===== src/rtl/var_delay_pkg.sv =====
// -----------------------------------------------------------------------------
// var_delay_pkg
//   Shared types and helpers for the runtime-programmable delay line.
//   - state_e     : controller state (RUN = normal replay, FILL = refilling
//                   after a delay change, output masked)
//   - clamp_delay : folds a requested delay into the legal range 1..max_d
// -----------------------------------------------------------------------------
package var_delay_pkg;

  typedef enum logic [0:0] {
    RUN  = 1'b0,
    FILL = 1'b1
  } state_e;

  // A zero delay cannot be honoured by a read-before-write ring, so it becomes 1;
  // anything beyond the ring depth saturates at the depth.
  function automatic int unsigned clamp_delay(input int unsigned req,
                                              input int unsigned max_d);
    int unsigned res;
    if (req == 32'd0) begin
      res = 32'd1;
    end else if (req > max_d) begin
      res = max_d;
    end else begin
      res = req;
    end
    return res;
  endfunction

endpackage


===== src/rtl/var_delay_ctrl.sv =====
// -----------------------------------------------------------------------------
// var_delay_ctrl
//   Runtime-programmable delay line. Replays the in_data/in_valid stream exactly
//   cur_delay cycles later using a MAX_DELAY-deep ring buffer. The delay is
//   changed through a valid/ready handshake; after a change the output is
//   masked (FILL) for exactly the new delay so that only samples written under
//   the new setting are ever presented.
//
// Ports
//   clk        in   1     clock, all logic on posedge
//   rst        in   1     asynchronous active-high reset
//   in_data    in   BITS  sample written every cycle
//   in_valid   in   1     qualifier stored alongside in_data
//   cfg_delay  in   DW    requested delay in cycles
//   cfg_valid  in   1     config request
//   cfg_ready  out  1     config accepted when cfg_valid & cfg_ready
//   out_data   out  BITS  in_data from cur_delay cycles ago; 0 when out_valid=0
//   out_valid  out  1     in_valid from cur_delay cycles ago, masked during FILL
//   cur_delay  out  DW    delay currently in force
//   busy       out  1     1 while refilling after a delay change
// -----------------------------------------------------------------------------
module var_delay_ctrl
  import var_delay_pkg::*;
#(
  parameter int BITS          = 8,
  parameter int MAX_DELAY     = 16,
  parameter int DEFAULT_DELAY = 4,
  // Derived width of cfg_delay/cur_delay; not meant to be overridden.
  parameter int DW            = $clog2(MAX_DELAY + 1)
) (
  input  logic            clk,
  input  logic            rst,
  input  logic [BITS-1:0] in_data,
  input  logic            in_valid,
  input  logic [DW-1:0]   cfg_delay,
  input  logic            cfg_valid,
  output logic            cfg_ready,
  output logic [BITS-1:0] out_data,
  output logic            out_valid,
  output logic [DW-1:0]   cur_delay,
  output logic            busy
);

  // Ring index width and the one-bit-wider width used for wrap arithmetic.
  localparam int IW = $clog2(MAX_DELAY);
  localparam int AW = DW + 1;

  logic [BITS-1:0]      r_mem [MAX_DELAY];
  logic [MAX_DELAY-1:0] r_vbit;
  logic [IW-1:0]        r_wr_ptr;
  logic [DW-1:0]        r_cur_delay;
  logic [DW-1:0]        r_fill_cnt;
  state_e               r_state;

  logic [IW-1:0]        w_wr_ptr_nxt;
  logic [AW-1:0]        w_rd_sum;
  logic [IW-1:0]        w_rd_idx;
  logic [DW-1:0]        w_clamped;
  state_e               w_state_nxt;
  logic [DW-1:0]        w_cur_delay_nxt;
  logic [DW-1:0]        w_fill_cnt_nxt;
  logic                 w_out_valid;

  assign w_clamped = DW'(clamp_delay(32'(cfg_delay), MAX_DELAY));

  // Write pointer advance with wrap at the ring depth (depth need not be 2^n).
  always_comb begin
    if (r_wr_ptr == IW'(MAX_DELAY - 1)) begin
      w_wr_ptr_nxt = {IW{1'b0}};
    end else begin
      w_wr_ptr_nxt = r_wr_ptr + IW'(1);
    end
  end

  // Read index = (wr_ptr - cur_delay) mod MAX_DELAY, computed one bit wider so
  // the subtraction never underflows, then folded back into the ring range.
  // With cur_delay == MAX_DELAY this lands on the slot about to be overwritten,
  // which still holds the sample from MAX_DELAY cycles ago.
  always_comb begin
    w_rd_sum = AW'(r_wr_ptr) + AW'(MAX_DELAY) - AW'(r_cur_delay);
    if (w_rd_sum >= AW'(MAX_DELAY)) begin
      w_rd_idx = IW'(w_rd_sum - AW'(MAX_DELAY));
    end else begin
      w_rd_idx = IW'(w_rd_sum);
    end
  end

  // Ring data storage: written every cycle, needs no reset because every
  // read is qualified by the (reset) valid flags.
  always_ff @(posedge clk) begin
    r_mem[r_wr_ptr] <= in_data;
  end

  // Ring valid flags and write pointer.
  always_ff @(posedge clk or posedge rst) begin
    if (rst) begin
      r_vbit   <= {MAX_DELAY{1'b0}};
      r_wr_ptr <= {IW{1'b0}};
    end else begin
      r_vbit[r_wr_ptr] <= in_valid;
      r_wr_ptr         <= w_wr_ptr_nxt;
    end
  end

  // Reconfiguration FSM next-state logic. An accepted request always goes
  // through FILL, even when the delay is unchanged, so timing is uniform.
  // fill_cnt is loaded with delay-1, giving exactly 'delay' masked cycles.
  always_comb begin
    w_state_nxt     = r_state;
    w_cur_delay_nxt = r_cur_delay;
    w_fill_cnt_nxt  = r_fill_cnt;
    case (r_state)
      RUN: begin
        if (cfg_valid) begin
          w_state_nxt     = FILL;
          w_cur_delay_nxt = w_clamped;
          w_fill_cnt_nxt  = w_clamped - DW'(1);
        end else begin
          w_state_nxt = RUN;
        end
      end
      FILL: begin
        if (r_fill_cnt == {DW{1'b0}}) begin
          w_state_nxt = RUN;
        end else begin
          w_state_nxt    = FILL;
          w_fill_cnt_nxt = r_fill_cnt - DW'(1);
        end
      end
      default: begin
        w_state_nxt = RUN;
      end
    endcase
  end

  // Reconfiguration FSM state, delay in force and refill counter.
  always_ff @(posedge clk or posedge rst) begin
    if (rst) begin
      r_state     <= RUN;
      r_cur_delay <= DW'(DEFAULT_DELAY);
      r_fill_cnt  <= {DW{1'b0}};
    end else begin
      r_state     <= w_state_nxt;
      r_cur_delay <= w_cur_delay_nxt;
      r_fill_cnt  <= w_fill_cnt_nxt;
    end
  end

  // Output stage: decoded purely from registered state so an async reset
  // forces reset values in the same cycle; data is zeroed whenever invalid.
  always_comb begin
    cfg_ready   = 1'b0;
    busy        = 1'b0;
    w_out_valid = 1'b0;
    if (r_state == RUN) begin
      cfg_ready   = 1'b1;
      w_out_valid = r_vbit[w_rd_idx];
    end else begin
      busy = 1'b1;
    end
    out_valid = w_out_valid;
    if (w_out_valid) begin
      out_data = r_mem[w_rd_idx];
    end else begin
      out_data = {BITS{1'b0}};
    end
  end

  assign cur_delay = r_cur_delay;

endmodule


===== config.mk =====
export PLATFORM = sky130hd
export DESIGN_NAME = var_delay_ctrl
export DESIGN_NICKNAME = d
export VERILOG_FILES = /design/src/rtl/var_delay_pkg.sv /design/src/rtl/var_delay_ctrl.sv
export SDC_FILE = /design/constraint.sdc
export NUM_CORES = 1
export LEC_CHECK = 0
export ABC_AREA = 0
export ABC_CLOCK_PERIOD_IN_PS = 3200
export CORE_ASPECT_RATIO = 1.1
export CORE_MARGIN = 2
export CORE_UTILIZATION = 54
export CTS_BUF_LIST = sky130_fd_sc_hd__clkbuf_8
export DETAILED_ROUTE_END_ITERATION = 12
export PLACE_DENSITY_LB_ADDON = 0.25
export SLEW_MARGIN = 15
export SYNTH_ARGS = -nofsm -noshare
export SYNTH_HDL_FRONTEND = slang
export SYNTH_SLANG_ARGS = --single-unit

===== constraint.sdc =====
create_clock -name clk -period 3.2 [get_ports clk]
set_input_delay 0.64 -clock clk [delete_from_list [all_inputs] [get_ports clk]]
set_output_delay 0.64 -clock clk [all_outputs]
set_load 0.01 [all_outputs]

==> metrics.cfg, run 1 <==
[setup_path]
crit_arrival_ns=3.16
worstPathRequired_ns=2.56
r2r_start=r_state
critical-path-max-stage-delay_ns=0.57
path_class=flop to output pin
crit_fanout=8
setup.worst_path.start=r_wr_ptr[0]
path_buf_inv=6
cp_cell_sequence=inv_2, ha_4, inv_2, fa_2, buf_4, mux4_2, mux2i_2, nor2_2, mux2i_4, buf_12, buf_12, a211oi_2, buf_2
ff2ff_path_depth=7
endpoint_kind=output pin
cp_top_family=multiplexers
critical_path_depth=13
crit_path_start_kind=flop
slowest_stage=fa_2

[power_and_ir_drop]
internal-power_uw=4390
netSwitchingFraction=0.278
p_total_uw=6070
clkPwrFrac=0.281
p_per_area_nw_per_um2=758
peakVddDrop_mv=0.372
seq_power_share=0.392
p_leak_uw=0.00286
power.switching_uw=1690
p_comb_frac=0.327

[routing]
route.met3.wl_um=648
dr.pass1.iters=4
final_antenna_net_count=0
wl_per_cell_um=21.5
dr.first_iter.drc_count=217
vias_per_cell=5.87
dr_wl_met2_um=6850
drc=0
wl_um=13000
wl_met1_um=5400
vias=3554
top_layer=met4

[global_routing]
grt_pass1_vias=3758
grt_usage=0.216
grt-ovfl-total=0
grt_max_degree=32
grt_first_pass_wirelength_um=20700
antenna_found_initial=0

[floorplan]
die_y_um=121
ios=33
rows=42
start_util=0.555
core_area_um2=12100
die_w_um=110
die_area_um2=13300

[final_layout]
layout-drive-gt1-share=0.355
fillers=839
layout.nets=464
post-route-util=0.662
syn_to_final_growth_pct=19.5
fin_area_um2=8010
antenna_cells=0
final_cells=605

[yosys]
syn-num-nets=384
ys_top_cells_by_area=edfxtp_1 (57%), mux4_2 (12%), dfrtp_1 (11%), mux2_2 (3.0%), mux2i_1 (1.6%)
avgSynthCellArea_um2=18.7
synth-main-ff-cell=edfxtp_1
synth_area_leader_cell=edfxtp_1
syn_area_um2=6700
synth_warnings=0
synth_edf_count=128
synth_top_area_share=0.573
seq_area_frac_synth=0.689
async_flop_share=0.195
syn_inst=358
ys_ff_latch=159
yosysUniqueCellTypes=42

[clock_tree]
clk_pin_slew_ns=0.08
htree_levels=4
clock-sinks=159
cts-root-buf=clkbuf_8
clockBufferDepth=2
cts_tree=done
cts_buffers=17
ctsHoldBuffers=0
worstSkewPairLatency_ns=0.42

[sta]
setup_viol=9
finalCriticalPeriod_ns=3.80
finClkSkew_ns=0.0139
finalHoldViolCount=0
rsz0062_at_grt=yes
min_period_over_period=1.19
maxSlewHeadroom=0.554
fmax_mhz=263
worst_pin_slew_ns=0.669
worst_slack_ns=-0.601
slew_viol_final=0
fin_hold_ws_ns=0.513

[placement]
place_area_um2=7480
gp_congestion=0.807
dp_hpwl_um=8550
placed_cells=567
port_buffers=32

[run_status]
status=complete, but fails checks
violations=setup timing

[hold_path]
min_path_type=flop to flop
min_from=r_vbit[10]
holdPathStages=1

[flow_run]
drv_cap=0

layer usage:
layer | up-vias | track usage
met5 | - | 0
met3 | 10 | 0.0467
met2 | 125 | 0.353
li1 | 1582 | -
met1 | 1837 | 0.295
met4 | 0 | 0.0664
final timing paths:
kind / end / slack, ns
worst max-delay path: out_data[2] / -0.60
worst min-delay path: r_vbit[10] / 0.51
worst max register to register: r_fill_cnt[4] / 1.11
worst min register to register: r_vbit[10] / 0.51
max in group asynchronous: cur_delay[2] / 2.28
min in group asynchronous: r_vbit[5] / 0.59
flip-flops by register name (all words and copies together), names as in the netlist:
signal      cells
cur_delay       5
r_fill_cnt      5
r_mem         128
r_state         1
r_vbit         16
r_wr_ptr        4
kinds of logic after synthesis:
logic type / after synthesis / synth area share
adder cells (fa/ha/maj): 9 / 0.0179
AND/OR/NAND/NOR: 58 / 0.0455
multiplexers: 66 / 0.171
AO/OA/AOI/OAI: 37 / 0.0455
flip-flops: 159 / 0.689
buffers and inverters: 24 / 0.0202
XOR/XNOR: 5 / 0.0105
placed cells by master, fill, tap and decap left out, types with 4 or more instances in the layout:
cell | netlist | final
a211oi_2 | 8 | 11
nor2b_1 | 9 | 9
buf_2 | 6 | 8
edfxtp_1 | 128 | 128
mux2_2 | 18 | 18
dfrtp_1 | 30 | 30
a211oi_1 | 9 | 6
nor2_1 | 13 | 11
and2_1 | 10 | 10
mux4_2 | 36 | 36
o21ai_0 | 5 | 5
inv_1 | 8 | 10
and3_1 | 4 | 4
ha_1 | 8 | 7
clkdlybuf4s50_1 | 0 | 23
bufinv_16 | 0 | 6
buf_12 | 0 | 7
nand2_1 | 11 | 11
buf_4 | 0 | 36
clkbuf_8 | 0 | 18
mux2i_1 | 11 | 10
layout make-up:
class / count / area [um^2] / share of cell area
clock buffer: 18 / 248 / 0.0309
clock inverter: 14 / 223 / 0.0278
inverter: 9 / 33.8 / 0.00422
multi-input combinational: 175 / 1990 / 0.248
sequential: 159 / 4620 / 0.577
tap: 154 / 193 / 0.0241
timing repair buffer: 76 / 703 / 0.0878
Yosys cell counts, types with 2 or more instances:
cell,n
mux2i_1,11
o21a_1,2
a31oi_1,2
mux2_2,18
and2_1,10
a211oi_1,9
buf_2,6
ha_1,8
and2b_1,2
a21oi_1,3
dfrtp_1,30
inv_1,8
buf_6,5
nand2b_1,3
clkbuf_1,4
edfxtp_1,128
nand3_1,2
nor2_1,13
nand2_1,11
nor2b_1,9
xor2_1,3
and3_1,4
o21ai_0,5
mux4_2,36
a211oi_2,8
a22o_1,2
stage by stage:
step / setup TNS [ns] / setup slack, ns
6_report: -5.30 / -0.601
5_1_grt: -6.60 / -0.747
4_1_cts: -5.75 / -0.650
3_5_place_dp: -4.53 / -0.549
3_3_place_gp: -3.96 / -0.522
2_1_floorplan: 0 / 0.0276
power groups by stage:
stage / Clock (uW) / Combinational [uW] / Sequential [uW]
2_1_floorplan: 0 / 1180 / 2420
3_3_place_gp: 0 / 1900 / 2420
3_5_place_dp: 0 / 1930 / 2420
4_1_cts: 1730 / 1990 / 2380
5_1_grt: 1810 / 2140 / 2390
6_report: 1700 / 1990 / 2380
what timing repair did:
action                     CTS  global route
gates resized for setup     46             2
pin swaps                    3             1
setup endpoints to repair    9             9
setup buffers                6             0
Power figures use the tool's default switching activity.
==> run 2: changes to the inputs <==
- CORE_ASPECT_RATIO: 1.1 -> 0.9
==> metrics.cfg, run 2 (synthesis gave the netlist of run 1 again) <==
[run_status]
status=complete, but fails checks
violations=setup timing

[final_layout]
final_cells=628
layout-drive-gt1-share=0.421
regMostFlops=r_mem
final_cell_mix=edfxtp_1 (128), buf_4 (48), mux4_2 (36)
top_regs=r_mem: 128 flops, r_vbit: 16 flops
final_common_cell=edfxtp_1
fillers=819
layout.nets=481
syn_to_final_growth_pct=22.4
largest_reg_flops=128
antenna_cells=0

[global_routing]
grt_max_degree=32
grt_first_pass_wirelength_um=21700
grt_usage=0.230
grt_pass1_vias=3825
antenna_found_initial=0
grt-ovfl-total=0

[setup_path]
endpoint_kind=output pin
path_buf_inv=6
crit_fanout=8
crit_arrival_ns=3.13
crit_path_start_kind=flop
cp_cell_sequence=inv_2, ha_4, inv_4, fa_2, buf_6, buf_12, buf_4, mux4_2, mux2i_1, a211oi_2, buf_2
slowest_stage=fa_2
critical-path-max-stage-delay_ns=0.58
cp_top_family=buffers and inverters
path_class=flop to output pin
worstPathRequired_ns=2.56

[placement]
port_buffers=32
gp_congestion=0.801
post-place-ws_ns=-0.547
placed_cells=572
dp_hpwl_um=8660

[sta]
rsz0062_at_grt=yes
finClkSkew_ns=0.00979
finalHoldViolCount=0
fmax_mhz=266
setup_viol=9
worst_slack_ns=-0.566
finalCriticalPeriod_ns=3.77
min_period_over_period=1.18
worst_pin_slew_ns=0.645
slew_viol_final=0
maxSlewHeadroom=0.570

[floorplan]
die_w_um=121
rows=38
start_util=0.555
ios=33
die_y_um=110
core_area_um2=12100
die_area_um2=13300

[routing]
dr.pass1.iters=4
dr.first_iter.drc_count=360
wl_per_cell_um=22.0
drc=0
vias_per_cell=5.74
wl_um=13800
final_antenna_net_count=0
vias=3607

[hold_path]
min_path_type=flop to flop

[clock_tree]
clock-sinks=159
ctsHoldBuffers=0
cts-root-buf=clkbuf_8
worstSkewPairLatency_ns=0.46
cts_buffers=17
clockBufferDepth=2
cts_tree=done
clk_pin_slew_ns=0.08
htree_levels=4

[flow_run]
drv_cap=0

[power_and_ir_drop]
p_per_area_nw_per_um2=728
p_leak_uw=0.00293
peakVddDrop_mv=0.421

[run 2: changes by cell type in the layout (fill, tap and decap cells not counted), sizes merged]
| cell | change |
|---|---|
| clkinv | +8 |
| clkbuf | -1 |
| inv | -4 |
| bufinv | -3 |
| buf | +17 |
[run 2: where the power goes]
group	switching, uW	internal (uW)
logic	966	1110
clock network	752	768
registers	64.9	2310
[run 2: timing repair]
item | in CTS | in global routing
gates cloned | 2 | 0
endpoints found under the setup margin | 9 | 83
setup buffers | 26 | 7
gates resized for setup | 83 | 5
pin swaps | 14 | 9
[run 2: path summary, 6_finish.rpt]
kind	from	to	slack, ns	cells past startpoint
hold reg to reg	r_vbit[10]	r_vbit[10]	0.51	1
setup / recovery	r_wr_ptr[0]	out_data[5]	-0.57	11
setup reg to reg	r_wr_ptr[0]	r_vbit[12]	0.09	19
hold / removal	r_vbit[10]	r_vbit[10]	0.51	1
max in group asynchronous	rst	cur_delay[2]	2.32	3
min in group asynchronous	rst	r_vbit[9]	0.56	3
[run 2: layout make-up]
class | count | area [um^2] | share of cell area
Clock buffer | 17 | 234 | 0.0285
Clock inverter | 15 | 169 | 0.0206
Inverter | 9 | 38.8 | 0.00473
Multi-Input combinational cell | 175 | 2080 | 0.253
Sequential cell | 159 | 4620 | 0.563
Tap cell | 160 | 200 | 0.0244
Timing Repair Buffer | 93 | 867 | 0.106
[run 2: worst register-to-register path, stage by stage, from the launching register on]
cell,delay [ns]
dfrtp_1,0.36
inv_2,0.06
buf_4,0.12
buf_4,0.12
buf_4,0.12
buf_4,0.12
buf_4,0.13
buf_4,0.13
buf_4,0.13
buf_4,0.13
buf_4,0.12
buf_4,0.13
buf_4,0.13
buf_4,0.13
buf_4,0.13
buf_4,0.12
buf_4,0.15
ha_4,0.17
and3_4,0.21
mux2_2,0.28
[run 2: through the flow]
stage	utilization	setup TNS (ns)	total power, uW	area [um^2]	hold slack (ns)
2_1_floorplan	-	0	3600	6700	0.460
3_3_place_gp	0.619	-4.44	4270	7480	0.484
3_5_place_dp	0.619	-4.65	4300	7480	0.495
4_1_cts	0.683	-14.56	6000	8250	0.512
5_1_grt	0.680	-5.79	6230	8210	0.521
6_report	0.680	-4.86	5970	8210	0.509
[run 2: per-layer routing]
metal / wire length (um) / vias up / part of all wire / global-route usage
li1: - / 1615 / - / -
met4: 165 / 0 / 0.012 / 0.0690
met3: 679 / 15 / 0.049 / 0.0581
met5: 0 / - / 0 / 0
met1: 5940 / 1881 / 0.43 / 0.302
met2: 7010 / 96 / 0.51 / 0.385
